--- config.mk ---
export PLATFORM = sky130hd
export DESIGN_NAME = uart_rx_axis_fifo
export DESIGN_NICKNAME = d
export VERILOG_FILES = /design/src/rtl/uart_axis_pkg.sv /design/src/rtl/uart_fifo_mem.sv /design/src/rtl/uart_rx_axis_fifo.sv
export SDC_FILE = /design/constraint.sdc
export NUM_CORES = 1
export LEC_CHECK = 0
export BUFFER_PORTS_ARGS = -buffer_cell sky130_fd_sc_hd__buf_2
export CAP_MARGIN = 15
export CORE_UTILIZATION = 55
export CTS_BUF_LIST = sky130_fd_sc_hd__clkbuf_2 sky130_fd_sc_hd__clkbuf_4 sky130_fd_sc_hd__clkbuf_8
export CTS_CLUSTER_DIAMETER = 200
export DETAILED_ROUTE_END_ITERATION = 8
export HOLD_SLACK_MARGIN = 0.12
export MAX_ROUTING_LAYER = met4
export PLACE_DENSITY = 0.75
export SKIP_LAST_GASP = 1
export SYNTH_ARGS = -nofsm -noshare
export SYNTH_HDL_FRONTEND = slang
export SYNTH_HIERARCHICAL = 1
export SYNTH_SLANG_ARGS = --single-unit
--- constraint.sdc ---
create_clock -name clk -period 2.9 [get_ports clk]
set_clock_uncertainty 0.05 [all_clocks]
set_input_delay 0 -clock clk [delete_from_list [all_inputs] [get_ports clk]]
set_output_delay 0 -clock clk [all_outputs]
set_load 0.05 [all_outputs]
--- src/rtl/uart_axis_pkg.sv ---
// Constants shared by the UART RX and TX stream paths.
package uart_axis_pkg;

  localparam int UART_DATA_BITS  = 8;
  localparam int UART_FIFO_DEPTH = 16;
  localparam int OVF_CNT_W       = 8;

endpackage

--- src/rtl/uart_fifo_mem.sv ---
// FIFO storage: synchronous write port, asynchronous read port, no reset on the array.
module uart_fifo_mem #(
  parameter int DATA_BITS = 8,
  parameter int DEPTH     = 16,
  parameter int ADDR_W    = $clog2(DEPTH)
) (
  input  logic                 clk,
  input  logic                 wr_en,
  input  logic [ADDR_W-1:0]    wr_addr,
  input  logic [DATA_BITS-1:0] wr_data,
  input  logic [ADDR_W-1:0]    rd_addr,
  output logic [DATA_BITS-1:0] rd_data
);

  logic [DATA_BITS-1:0] mem [DEPTH];

  always_ff @(posedge clk) begin
    if (wr_en) mem[wr_addr] <= wr_data;
  end

  assign rd_data = mem[rd_addr];

endmodule

--- src/rtl/uart_rx_axis_fifo.sv ---
// UART RX byte pulses buffered in a FWFT FIFO and presented as an AXI-Stream master.
// Define UART_RX_OVF_CNT_EN to add the saturating ovf_count output.
module uart_rx_axis_fifo
  import uart_axis_pkg::*;
#(
  parameter int DATA_BITS = UART_DATA_BITS,
  parameter int DEPTH     = UART_FIFO_DEPTH,
  localparam int ADDR_W   = $clog2(DEPTH)
) (
  input  logic                 clk,
  input  logic                 rst,
  input  logic [DATA_BITS-1:0] rx_data,
  input  logic                 rx_valid,
  output logic [DATA_BITS-1:0] m_axis_tdata,
  output logic                 m_axis_tvalid,
  input  logic                 m_axis_tready,
  output logic [ADDR_W:0]      fill_level,
  output logic                 overflow,
  input  logic                 clear_ovf
`ifdef UART_RX_OVF_CNT_EN
  ,
  output logic [OVF_CNT_W-1:0] ovf_count
`endif
);

  localparam logic [ADDR_W:0] FULL = (ADDR_W+1)'(DEPTH);

  logic [ADDR_W-1:0]    wr_ptr;
  logic [ADDR_W-1:0]    rd_ptr;
  logic [ADDR_W:0]      count;
  logic [ADDR_W:0]      count_next;
  logic [DATA_BITS-1:0] head;
  logic                 push;
  logic                 pop;
  logic                 drop;

  // A pop in the same cycle frees the slot, so a full FIFO can still accept.
  assign pop  = m_axis_tvalid && m_axis_tready;
  assign push = rx_valid && ((count != FULL) || pop);
  assign drop = rx_valid && !push;

  always_comb begin
    count_next = count;
    case ({push, pop})
      2'b10:   count_next = count + (ADDR_W+1)'(1);
      2'b01:   count_next = count - (ADDR_W+1)'(1);
      default: count_next = count;
    endcase
  end

  always_ff @(posedge clk or posedge rst) begin
    if (rst) begin
      wr_ptr        <= '0;
      rd_ptr        <= '0;
      count         <= '0;
      m_axis_tvalid <= 1'b0;
    end else begin
      if (push) wr_ptr <= wr_ptr + ADDR_W'(1);
      if (pop)  rd_ptr <= rd_ptr + ADDR_W'(1);
      count         <= count_next;
      m_axis_tvalid <= (count_next != '0);
    end
  end

  // A drop in the same cycle as clear_ovf keeps the flag set.
  always_ff @(posedge clk or posedge rst) begin
    if (rst)            overflow <= 1'b0;
    else if (drop)      overflow <= 1'b1;
    else if (clear_ovf) overflow <= 1'b0;
  end

`ifdef UART_RX_OVF_CNT_EN
  always_ff @(posedge clk or posedge rst) begin
    if (rst)                        ovf_count <= '0;
    else if (clear_ovf)             ovf_count <= OVF_CNT_W'(drop);
    else if (drop && ovf_count != '1) ovf_count <= ovf_count + OVF_CNT_W'(1);
  end
`endif

  uart_fifo_mem #(
    .DATA_BITS (DATA_BITS),
    .DEPTH     (DEPTH),
    .ADDR_W    (ADDR_W)
  ) u_mem (
    .clk     (clk),
    .wr_en   (push),
    .wr_addr (wr_ptr),
    .wr_data (rx_data),
    .rd_addr (rd_ptr),
    .rd_data (head)
  );

  assign fill_level   = count;
  assign m_axis_tdata = m_axis_tvalid ? head : '0;

endmodule
---- Word-level counts from Yosys, hierarchy flattened ----
Memory sizes are Yosys's and may differ from the RTL's.
Index checks and enable logic that the tools add are counted.
word-level totals
  flip-flop bits (word level) ............. 15
  RAM bits ................................ 128
  input bits .............................. 13
  output and inout port bits .............. 15
  word-level logic and storage cells ...... 26
  memories ................................ 1
cells by class
  $add $sub $neg .......................... 4
  eq/ne operators ......................... 3
  multiplexer cells ....................... 6
  reductions and logical operators ........ 7
memories
  name       depth  bits a word  rd ports  clocked after Yosys merged registers in  wr ports  RTL line             RTL
  u_mem.mem  16     8            1         0                                        1         uart_fifo_mem.sv:15  logic [DATA_BITS-1:0] mem [DEPTH];
operator list
  kind                                                                   count
  5-bit case mux with 2 select lines                                     1
  4-bit by 1-bit adder with 4-bit output, second input constant          2
  8-bit two-way mux                                                      1
  5-bit by 1-bit adder with 5-bit output, second input constant          1
  5-bit != test, second input constant                                   1
  5-bit nonzero test                                                     1
  5-bit by 1-bit subtractor with 5-bit output, second input constant     1
  1-bit two-way mux                                                      4
  1-bit logical AND                                                      3
  2-bit by 1-bit equality test with 1-bit output, second input constant  1
  2-bit equality test, second input constant                             1
  2-bit nonzero test                                                     1
  1-bit zero test                                                        1
  1-bit logical OR                                                       1

---- Longest topological paths before layout ----
  word-level depth ........................ 6
  depth in mapped cells ................... 12
  mapped depth without buffers ............ 11

---- Cells and area by module ----
The synthesis kept the hierarchy.
modules (own cells, without submodules)
  module             times used  cells each  area each (µm²)  seq. area each (µm²)
  uart_fifo_mem      1           221         4,987.3          3,843.7
  uart_rx_axis_fifo  1           79          815.8            375.4

---- Least setup slack after synthesis ----
OpenSTA, ideal clock, no wires.
  path type ............................... reg2reg
  from .................................... register m_axis_tvalid
  to ...................................... register m_axis_tvalid
  arrival time ............................ 2,883 ps
  setup slack ............................. -172 ps
  stages on the path, launching flop included .. 13
  path buffers ............................ 1
  clock period less this slack ............ 3,072 ps
  cells stage by stage .................... dfrtp_1 nand2_1 nand4b_1 nand2_1 ha_1 buf_4 xor2_1 ha_1 o21ai_0 a211oi_1 o311ai_1 xnor2_1 or4b_1
between the ends
  word-level cells in the longest chain between the ends .. 6
RTL lines
  what                                                                                   RTL line                 RTL
  start, declared                                                                        uart_rx_axis_fifo.sv:15  output logic m_axis_tvalid,
  start signal, assigned                                                                 uart_rx_axis_fifo.sv:61  m_axis_tvalid <= (count_next != '0);
  1-bit logical AND *                                                                    uart_rx_axis_fifo.sv:38  assign pop = m_axis_tvalid && m_axis_tready;
  1-bit logical OR                                                                       uart_rx_axis_fifo.sv:39  assign push = rx_valid && ((count != FULL) || pop);
  1-bit logical AND                                                                      uart_rx_axis_fifo.sv:39
  2-bit by 1-bit equality test with 1-bit output or 2-bit equality test (tied branches)  uart_rx_axis_fifo.sv:44  case ({push, pop})
  5-bit case mux with 2 select lines *                                                   uart_rx_axis_fifo.sv:44
  net count_next[4]                                                                      uart_rx_axis_fifo.sv:31  logic [ADDR_W:0] count_next;
  5-bit nonzero test *                                                                   uart_rx_axis_fifo.sv:61
The timed path passes the listed nets; every way through them passes the cells marked *.
A chain may end at the register's enable or synchronous reset.

---- Worst setup path after layout ----
  from .................................... register count[1], in the netlist fill_level[1]
  to ...................................... register m_axis_tvalid
between the ends
  word-level cells in the longest chain between the ends .. 6
RTL lines
  what                                                                                   RTL line                 RTL
  start, declared                                                                        uart_rx_axis_fifo.sv:30  logic [ADDR_W:0] count;
  start signal, assigned                                                                 uart_rx_axis_fifo.sv:60  count <= count_next;
  5-bit != test                                                                          uart_rx_axis_fifo.sv:39
  1-bit logical OR                                                                       uart_rx_axis_fifo.sv:39
  1-bit logical AND                                                                      uart_rx_axis_fifo.sv:39
  2-bit by 1-bit equality test with 1-bit output or 2-bit equality test (tied branches)  uart_rx_axis_fifo.sv:44
  5-bit case mux with 2 select lines *                                                   uart_rx_axis_fifo.sv:44
  net count_next[4]                                                                      uart_rx_axis_fifo.sv:31
  5-bit nonzero test *                                                                   uart_rx_axis_fifo.sv:61
Marks and branches as above.

==> results.yml <==
outcome:
  status: "finished clean"
cts:
  cts_root_buf: "clkbuf_8"
  cts-htree-levels: 4
  cts_buffers: 17
  tritoncts: "done"
  clock_latency_ns: 0.43
  cts.sink_count: 143
  clockBufferDepth: 2
  clk_pin_slew_ns: 0.09
placed_design:
  place.gp.congestion: 0.756
  dpl.hpwl_um: 6950
  port_buffers: 27
cells_and_area:
  drive_above_1_share_pct: 29.7
  antennaDiodeCount: 0
  num-fill-cells: 714
  area_delta_synth_final_pct: 16.8
  nets: 392
timing:
  slew_headroom_pct: 36.1
  max_slew.worst_pin.slew_ns: 0.954
  slew_violations: 0
  finalCritPeriodShare_pct: 93.7
  period_minus_slack_ns: 2.72
  hold_viol_final: 0
  finalSetupTns_ns: 0
  fmaxAchievable_mhz: 368
  setup_viol: 0
  rsz0062_at_grt: "false"
route:
  wl_per_cell_um: 21.1
  ant_nets: 0
  num_vias: 3033
  route.detailed.drc: 0
  vias_per_cell: 5.80
  wl_um: 11100
  drtIter0Drc: 211
  dr.pass1.iters: 4
worst_setup_path:
  endpoint_kind: "flip-flop"
  startpoint_type: "flip-flop"
  reg2reg_slack_ns: 0.18
  endpoint: "m_axis_tvalid$_DFF_PP0_"
  rr_worst_depth: 11
  crit_required_ns: 3.16
  path_class: "reg -> reg"
  critPathArrivalTime_ns: 2.98
  critPathLaunch: "fill_level[1]$_DFF_PP0_"
  r2r-start: "fill_level[1]$_DFF_PP0_"
  cp_max_fo: 4
  r2r-end: "m_axis_tvalid$_DFF_PP0_"
global_route:
  grt_max_degree: 35
  antenna_found_initial: 0
  grtUsageTotal_pct: 22.8
  grt_pass1_vias: 3090
  grt_overflow: 0
  grt_first_pass_wirelength_um: 17000
yosys:
  ys_ff_latch: 143
  synth_area_leaders: "edfxtp_1 66%, mux4_2 7.0%, dfrtp_1 6.5%"
  async_flop_share_pct: 10.5
  syn_avg_cell_area_um2: 19.3
  ys_top_cells_by_count: "128 x edfxtp_1, 18 x mux4_2, 18 x nand2_1"
  synth_edf_count: 128
  yosys.area.top_type_share_pct: 66.2
  yosysTopAreaCell: "edfxtp_1"
  synth-seq-area-share_pct: 72.7
  synth_nets: 318
  ys_warn_count: 6
  ys_types: 35
  syn-instance-count: 300
  synthesis.area_um2: 5800
  yosysMostFrequentCell: "edfxtp_1"
  synth_flop_cell: "edfxtp_1"
power_and_ir_drop:
  p_per_area_nw_per_um2: 1030
  ir_drop_mv: 0.842
  p_leak_nw: 2.38
  finalPower_mw: 6.95
floorplan:
  fp.coreArea_um2: 10300
  boundaryPins: 28
  die-area_um2: 11000
  fp.dieH_um: 105
  rows: 37
  initial_core_util_pct: 56.5
  die_x_um: 105
run:
  drv_cap: 0
worst_hold_path:
  worstHoldPathType: "in -> async"
-- worst max-delay path, cell delays in order, from the launching register on --
cell and delay (ns):
dfrtp_2 0.47, nor3_4 0.19, nand4b_1 0.15, nand2_2 0.11, ha_2 0.22, xor2_2 0.13, ha_2 0.21, o21ai_0 0.08
a211oi_1 0.22, o311ai_1 0.15, xnor2_1 0.15, or4b_1 0.46
-- final cells by class --
| type | count | area (µm²) | area share (%) |
|---|---|---|---|
| Sequential cell | 143 | 4230 | 62.4 |
| Inverter | 6 | 22.5 | 0.332 |
| Tap cell | 136 | 170 | 2.51 |
| Clock inverter | 13 | 141 | 2.09 |
| Multi-Input combinational cell | 140 | 1490 | 22.0 |
| Timing Repair Buffer | 66 | 473 | 6.98 |
| Clock buffer | 19 | 249 | 3.67 |
-- power by group --
| part | internal [mW] | switching (mW) | total (mW) |
|---|---|---|---|
| clock network | 0.785 | 0.731 | 1.52 |
| logic | 1.04 | 1.62 | 2.66 |
| registers | 2.55 | 0.225 | 2.78 |
| total | 4.37 | 2.58 | 6.95 |
-- through the flow --
stage	worst slack (ns)	instances	instance area [µm²]	util [%]	hold slack, ns
final	0.184	523	6780	65.9	0.118
after global routing	0.0331	523	6780	65.9	0.159
after detailed placement	0.0361	472	6190	60.2	0.0575
after CTS	0.0114	517	6710	65.3	0.127
after global placement	0.147	472	6190	60.2	0.0443
after floorplan	0.0232	300	5820	-	-0.149
-- cell usage in the layout, fill, tap and decap left out, types with 3 or more instances in the layout --
cell type,n
edfxtp_1,128
buf_2,27
buf_4,25
mux4_2,18
nand2_1,17
clkbuf_8,17
nor2_1,16
a22oi_1,16
mux4_1,14
dlygate4sd3_1,13
dfrtp_1,10
and2_1,9
xnor2_1,8
inv_1,6
clkinv_4,5
dfrtp_2,5
nor3_1,4
nor2b_1,3
o21ai_0,3
xor2_1,3
ha_1,3
-- routing by layer --
metal	GRT usage, %	share of wire [%]	wire [µm]	up-vias
met3	5.61	6.3	695	19
met1	29.6	42	4670	1542
met4	8.35	2.0	225	0
li1	-	-	-	1365
met2	35.3	49	5470	107
met5	-	0	0	-
-- cells by family after synthesis --
group	Yosys count	share of synthesized area [%]
muxes	35	13.9
and+or+nand+nor	63	5.48
xor gates and xnor gates	12	1.81
buffers and inverters	17	2.00
DFF	143	72.7
AOI/OAI and AO/OA	25	3.02
adders and majority gates	5	1.08
-- how the worst min path moves through the flow --
| stage | end | depth (start not counted) |
|---|---|---|
| floorplan | fill_level[3]$_DFF_PP0_ | 1 |
| global placement | wr_ptr[3]$_DFFE_PP0P_ | 2 |
| detailed placement | wr_ptr[3]$_DFFE_PP0P_ | 2 |
| CTS | rd_ptr[1]$_DFFE_PP0P_ | 3 |
| global route | fill_level[3]$_DFF_PP0_ | 3 |
| finish | rd_ptr[1]$_DFFE_PP0P_ | 3 |
-- what timing repair did --
item / CTS / global route
endpoints found under the setup margin: 0 / 1
buffers inserted: 0 / 6
resized for setup: 0 / 4
hold buffers: 13 / 0
hold endpoints to repair: 152 / 0
-- flip-flops by register name (all words and copies together), names as in the netlist --
signal and cells:
wr_ptr 4, u_mem/mem 128, fill_level 5, overflow 1, m_axis_tvalid 1, rd_ptr 4
Power figures use the tool's default switching activity.
